===== src/rtl/pipelined_adder_pkg.sv =====
// Shared definitions for the pipelined balanced adder tree: legal parameter
// ranges and the node-width rule used by every tree level.
package pipelined_adder_pkg;

  // Legal parameter ranges for the adder tree.
  localparam int EXPONENT_MIN   = 0;
  localparam int EXPONENT_MAX   = 6;
  localparam int DATA_WIDTH_MIN = 1;
  localparam int DATA_WIDTH_MAX = 32;

  // Width of one tree node at a given level (level 0 = the raw operands).
  // Full precision grows one bit per level; wrap mode keeps the operand width.
  function automatic int node_width(input int data_width, input int level, input int extend);
    return (extend != 0) ? data_width + level : data_width;
  endfunction

endpackage


===== src/rtl/adder_stage.sv =====
// One registered level of the balanced adder tree: N_OUT pairwise sums of
// adjacent input nodes, plus the valid bit and the running overflow flag
// of the transaction that carries them.
module adder_stage
  import pipelined_adder_pkg::*;
#(
  parameter int N_OUT      = 1,
  parameter int DATA_WIDTH = 4,
  parameter int LEVEL      = 1,
  parameter int SIGNED     = 0,
  parameter int EXTEND     = 1,
  localparam int IN_W      = node_width(DATA_WIDTH, LEVEL - 1, EXTEND),
  localparam int OUT_W     = node_width(DATA_WIDTH, LEVEL, EXTEND)
) (
  input  logic                   clk,
  input  logic                   rst,
  input  logic                   en,
  input  logic [2*N_OUT*IN_W-1:0] in_data,
  input  logic                   in_valid,
  input  logic                   in_ovf,
  output logic [N_OUT*OUT_W-1:0] out_data,
  output logic                   out_valid,
  output logic                   out_ovf
);

  logic [N_OUT*OUT_W-1:0] sums;
  logic                   any_ovf;
  logic [IN_W-1:0]        op_a;
  logic [IN_W-1:0]        op_b;
  logic [IN_W:0]          ext_a;
  logic [IN_W:0]          ext_b;
  logic [IN_W:0]          sum_full;
  logic                   node_ovf;

  logic [N_OUT*OUT_W-1:0] data_d, data_q;
  logic                   valid_d, valid_q;
  logic                   ovf_d, ovf_q;

  // Pairwise adds: node j is the sum of input nodes 2j and 2j+1, computed
  // one bit wider than the inputs so carry/sign overflow can be read off.
  always_comb begin
    sums     = '0;
    any_ovf  = 1'b0;
    op_a     = '0;
    op_b     = '0;
    ext_a    = '0;
    ext_b    = '0;
    sum_full = '0;
    node_ovf = 1'b0;
    for (int j = 0; j < N_OUT; j++) begin
      op_a     = in_data[(2*j)*IN_W +: IN_W];
      op_b     = in_data[(2*j+1)*IN_W +: IN_W];
      ext_a    = {(SIGNED != 0) & op_a[IN_W-1], op_a};
      ext_b    = {(SIGNED != 0) & op_b[IN_W-1], op_b};
      sum_full = ext_a + ext_b;
      sums[j*OUT_W +: OUT_W] = sum_full[OUT_W-1:0];
      // With sign-extended operands the wide sum is exact, so a signed wrap
      // shows up as the two top bits disagreeing; unsigned wrap is the carry.
      if (EXTEND == 0) begin
        if (SIGNED != 0) begin
          node_ovf = sum_full[IN_W] ^ sum_full[IN_W-1];
        end else begin
          node_ovf = sum_full[IN_W];
        end
        any_ovf = any_ovf | node_ovf;
      end
    end
  end

  // Next-state: load the new level when the pipe advances, otherwise hold.
  // Overflow is rebuilt per transaction so it never leaks into the next one.
  always_comb begin
    data_d  = data_q;
    valid_d = valid_q;
    ovf_d   = ovf_q;
    if (en) begin
      data_d  = sums;
      valid_d = in_valid;
      ovf_d   = in_valid & (in_ovf | any_ovf);
    end
  end

  // Stage registers with synchronous reset that drops any in-flight data.
  always_ff @(posedge clk) begin
    if (rst) begin
      data_q  <= '0;
      valid_q <= 1'b0;
      ovf_q   <= 1'b0;
    end else begin
      data_q  <= data_d;
      valid_q <= valid_d;
      ovf_q   <= ovf_d;
    end
  end

  assign out_data  = data_q;
  assign out_valid = valid_q;
  assign out_ovf   = ovf_q;

endmodule


===== src/rtl/pipelined_balanced_adder.sv =====
// Pipelined balanced binary adder tree over 2**EXPONENT operands, one
// register stage per tree level, with a valid/ready stream on both sides.
//
// Handshake: a transfer happens on a rising edge where valid && ready.
// All stages advance together when the output is empty or being taken
// (advance = !outValid || outReady); inReady is exactly that advance, so
// the input side is accepted only when every stage can shift.
module pipelined_balanced_adder
  import pipelined_adder_pkg::*;
#(
  parameter int EXPONENT   = 2,
  parameter int DATA_WIDTH = 4,
  parameter int SIGNED     = 0,
  parameter int EXTEND     = 1,
  localparam int OUT_W     = node_width(DATA_WIDTH, EXPONENT, EXTEND),
  localparam int IN_BITS   = (2**EXPONENT) * DATA_WIDTH
) (
  input  logic               clock,
  input  logic               reset,
  input  logic [IN_BITS-1:0] inputs,
  input  logic               inValid,
  output logic               inReady,
  output logic [OUT_W-1:0]   outputValue,
  output logic               outValid,
  input  logic               outReady,
  output logic               overflow
);

  logic advance;

  assign advance = !outValid || outReady;
  assign inReady = advance;

  if (EXPONENT == 0) begin : g_pass
    // A single operand still gets one register so latency is never zero.
    logic [DATA_WIDTH-1:0] data_d, data_q;
    logic                  valid_d, valid_q;

    // Next-state for the pass-through register.
    always_comb begin
      data_d  = data_q;
      valid_d = valid_q;
      if (advance) begin
        data_d  = inputs;
        valid_d = inValid;
      end
    end

    // Pass-through register with synchronous reset.
    always_ff @(posedge clock) begin
      if (reset) begin
        data_q  <= '0;
        valid_q <= 1'b0;
      end else begin
        data_q  <= data_d;
        valid_q <= valid_d;
      end
    end

    assign outputValue = data_q;
    assign outValid    = valid_q;
    assign overflow    = 1'b0;
  end else begin : g_tree
    for (genvar l = 1; l <= EXPONENT; l++) begin : lvl
      localparam int IN_W  = node_width(DATA_WIDTH, l - 1, EXTEND);
      localparam int ST_W  = node_width(DATA_WIDTH, l, EXTEND);
      localparam int N_OUT = 2**(EXPONENT - l);

      logic [2*N_OUT*IN_W-1:0] st_in;
      logic                    st_in_valid;
      logic                    st_in_ovf;
      logic [N_OUT*ST_W-1:0]   st_out;
      logic                    st_out_valid;
      logic                    st_out_ovf;

      // Level 1 reads the operand vector; deeper levels read the level below.
      if (l == 1) begin : g_src
        assign st_in       = inputs;
        assign st_in_valid = inValid;
        assign st_in_ovf   = 1'b0;
      end else begin : g_src
        assign st_in       = lvl[l-1].st_out;
        assign st_in_valid = lvl[l-1].st_out_valid;
        assign st_in_ovf   = lvl[l-1].st_out_ovf;
      end

      adder_stage #(
        .N_OUT      (N_OUT),
        .DATA_WIDTH (DATA_WIDTH),
        .LEVEL      (l),
        .SIGNED     (SIGNED),
        .EXTEND     (EXTEND)
      ) u_stage (
        .clk       (clock),
        .rst       (reset),
        .en        (advance),
        .in_data   (st_in),
        .in_valid  (st_in_valid),
        .in_ovf    (st_in_ovf),
        .out_data  (st_out),
        .out_valid (st_out_valid),
        .out_ovf   (st_out_ovf)
      );
    end

    assign outputValue = lvl[EXPONENT].st_out;
    assign outValid    = lvl[EXPONENT].st_out_valid;
    assign overflow    = lvl[EXPONENT].st_out_ovf;
  end

endmodule


===== config.mk =====
export PLATFORM = sky130hd
export DESIGN_NAME = pipelined_balanced_adder
export DESIGN_NICKNAME = d
export VERILOG_FILES = /design/src/rtl/pipelined_adder_pkg.sv /design/src/rtl/adder_stage.sv /design/src/rtl/pipelined_balanced_adder.sv
export SDC_FILE = /design/constraint.sdc
export NUM_CORES = 1
export LEC_CHECK = 0
export BUFFER_PORTS_ARGS = -buffer_cell sky130_fd_sc_hd__buf_2
export CORE_UTILIZATION = 29
export DETAILED_ROUTE_END_ITERATION = 12
export SLEW_MARGIN = 20
export SYNTH_ARGS = -nofsm -noshare
export SYNTH_HDL_FRONTEND = slang
export SYNTH_SLANG_ARGS = --single-unit

===== constraint.sdc =====
create_clock -name clock -period 3.8 [get_ports clock]
set_input_delay 0.38 -clock clock [delete_from_list [all_inputs] [get_ports clock]]
set_output_delay 0.38 -clock clock [all_outputs]
set_load 0.01 [all_outputs]

==> reports/metrics.cfg <==
[timing]
setup_slack_ps=1760
rsz0062_at_grt=false
period_share_pct=53.67
finalHoldViolations=0
worst_pin_slew_ps=536.3
min_period_ps=2040
drv_slew=0
whs_ps=376.4
max_slew_margin_pct=64.21
final.setup.tns_ps=0
setup_viol_count_final=0
finalClockSkew_ps=1.210
max_freq_mhz=490.3

[grt]
grt_pass1_wl_um=3470
grt_max_degree=27
antenna_found_initial=0
grt_pass1_vias=818
grt.overflow.total=0
gr-usage-all-layers_pct=11.12

[yosys]
synth_edf_count=0
syn-cell-area_mm2=0.001102
ys_top_cells_by_area=dfxtp_1 33%, ha_1 15%, a21oi_1 5.4%
synth_largest_area_cell=dfxtp_1
syn_nets=157
yosysMostFrequentCell=dfxtp_1
ys_ff_latch=18
yosysWarnings=0
ys_types=27
netlist.area_leader.share_pct=32.69
synthFlopType=dfxtp_1
avgSynthCellArea_um2=9.110
synth_common_cells=18 x dfxtp_1, 16 x nand2_1, 13 x ha_1
yosysSeqAreaShare_pct=32.69
postSynthCellCount=121
async_reset_ff_share_pct=0

[floorplanning]
start_util_pct=30.11
die_area_mm2=0.004051
die_x_um=63.65
rows=22
core_area_mm2=0.003661
io_pins=29
die_h_um=63.65

[cts]
clock-root-buffer=clkbuf_8
cts_tree=built
postCtsSetupRepairBufs=0
worst_setup_hold_path_clk_slew_ps=70
clk_path_buf_depth=2
clk_latency_ps=260
ctsResizeCount=0
clock-sinks=18
hold_buffers=0
cts_buffers=3
htree_levels=1

[critical_path]
worstPathArrival_ps=1660
path_delay_family=buffers and inverters
cp-end-kind=output pin
ff2ff_setup_slack_ps=2080
cp_slowest_stage_delay_ps=430
critPathKind=flop to output pin
crit_path_max_fanout=21
cp_cell_sequence=nor2b_4 > inv_1 > buf_2
crit_slowest_cell=nor2b_4
path_buf_inv=2
critPathLaunchType=flop
cp.required_ps=3420

[placed_design]
numPortBuffers=27
globalplace.congestion=0.7706
place_ws_ps=1882
dp_hpwl_um=1608
placed_area_mm2=0.001251

[outcome]
status=finished, final reports clean

[cells_and_area]
num_antenna_cells=0
final_layout_size_suffix_gt1_share_pct=23.45
layout.nets=182
fin_area_mm2=0.001306
area_growth_pct=18.50

[route]
drtIter0Drc=19
route.detailed.drc=0
wl_per_cell_um=10.71
antenna_left=0
vias=907
routed_wl_um=2067
avgViaCountPerCell=4.699
dr.pass1.iters=4

[job]
drv_cap=0

[power_and_ir_drop]
leakage_nw=0.6141
ir_drop_mv=0.1118
power_density_mw_per_mm2=382.5

[hold_path]
hp-class=input port to flop

[cells in the final DEF (no fill, tap or decap)]
master and count:
buf_2 27, dfxtp_1 18, nand2_1 16, ha_1 13
a21oi_1 12, nor2_1 9, nand3b_1 5, a211oi_1 5
inv_1 4, a21o_1 4, a2111o_1 4, clkbuf_8 4
nand3_1 3, xnor2_1 3, fa_1 3, or3_1 2
nand2b_1 2, o211ai_2 2, nor2b_1 2, nor2b_4 1
nand4_1 1, o21ai_0 1, o211ai_1 1, nor3_1 1
a311oi_1 1, conb_1 1
[worst min-delay path, cell delays in order]
cell	delay (ps)
buf_2	100
nand2_1	50
a21oi_1	60
[final cells by class]
cell class | instances | area (µm²)
Sequential cell | 18 | 360.3
Tap cell | 48 | 60.06
Fill cell | 384 | 2355
Clock buffer | 4 | 55.05
Inverter | 4 | 15.01
Timing Repair Buffer | 27 | 135.1
Multi-Input combinational cell | 92 | 680.7
[registers in the layout, indices dropped and copies added, names as in the netlist]
register	flops
g_tree.lvl.u_stage.out_valid	2
g_tree.lvl.u_stage.out_data	16
[where the power goes]
part / switching [mW] / leakage [nW] / internal (mW)
Sequential: 0.0126 / 0.149 / 0.210
Combinational: 0.0608 / 0.436 / 0.0572
Clock: 0.0663 / 0.0288 / 0.0922
Total: 0.140 / 0.614 / 0.360
[path summary, 6_finish.rpt]
| path | startpoint | to | cells past startpoint |
|---|---|---|---|
| worst min register to register | g_tree.lvl[2].u_stage.out_data[0] | g_tree.lvl[2].u_stage.out_data[0] | 2 |
| worst max register to register | g_tree.lvl[1].u_stage.out_data[0] | g_tree.lvl[2].u_stage.out_data[4] | 5 |
| worst max-delay path | g_tree.lvl[2].u_stage.out_valid | inReady | 3 |
| worst min-delay path | inValid | g_tree.lvl[1].u_stage.out_valid | 3 |
[per-stage QoR]
stage,utilization [%],std cells,power (mW)
finish,35.68,193,0.4996
CTS,35.68,193,0.5084
global route,35.68,193,0.5301
global placement,34.18,189,0.3431
floorplan,-,121,0.3106
detailed placement,34.18,189,0.3477
[cells by family after synthesis]
group,count (synthesis),synth area share (%)
AND/OR/NAND/NOR,42,18.95
AO/OA/AOI/OAI,30,19.86
flip-flops,18,32.69
adder cells (fa/ha/maj),16,20.20
buffers and inverters,11,5.561
XOR/XNOR,3,2.384
other,1,0.3402
[routing by layer]
metal | track usage, % | part of all wire [%] | vias to the layer above
met1 | 13.21 | 44 | 415
li1 | - | - | 474
met3 | 3.261 | 3.4 | 5
met2 | 18.22 | 50 | 13
met5 | 0 | 0 | -
met4 | 5.114 | 1.8 | 0
(Power assumes the default switching activity.)
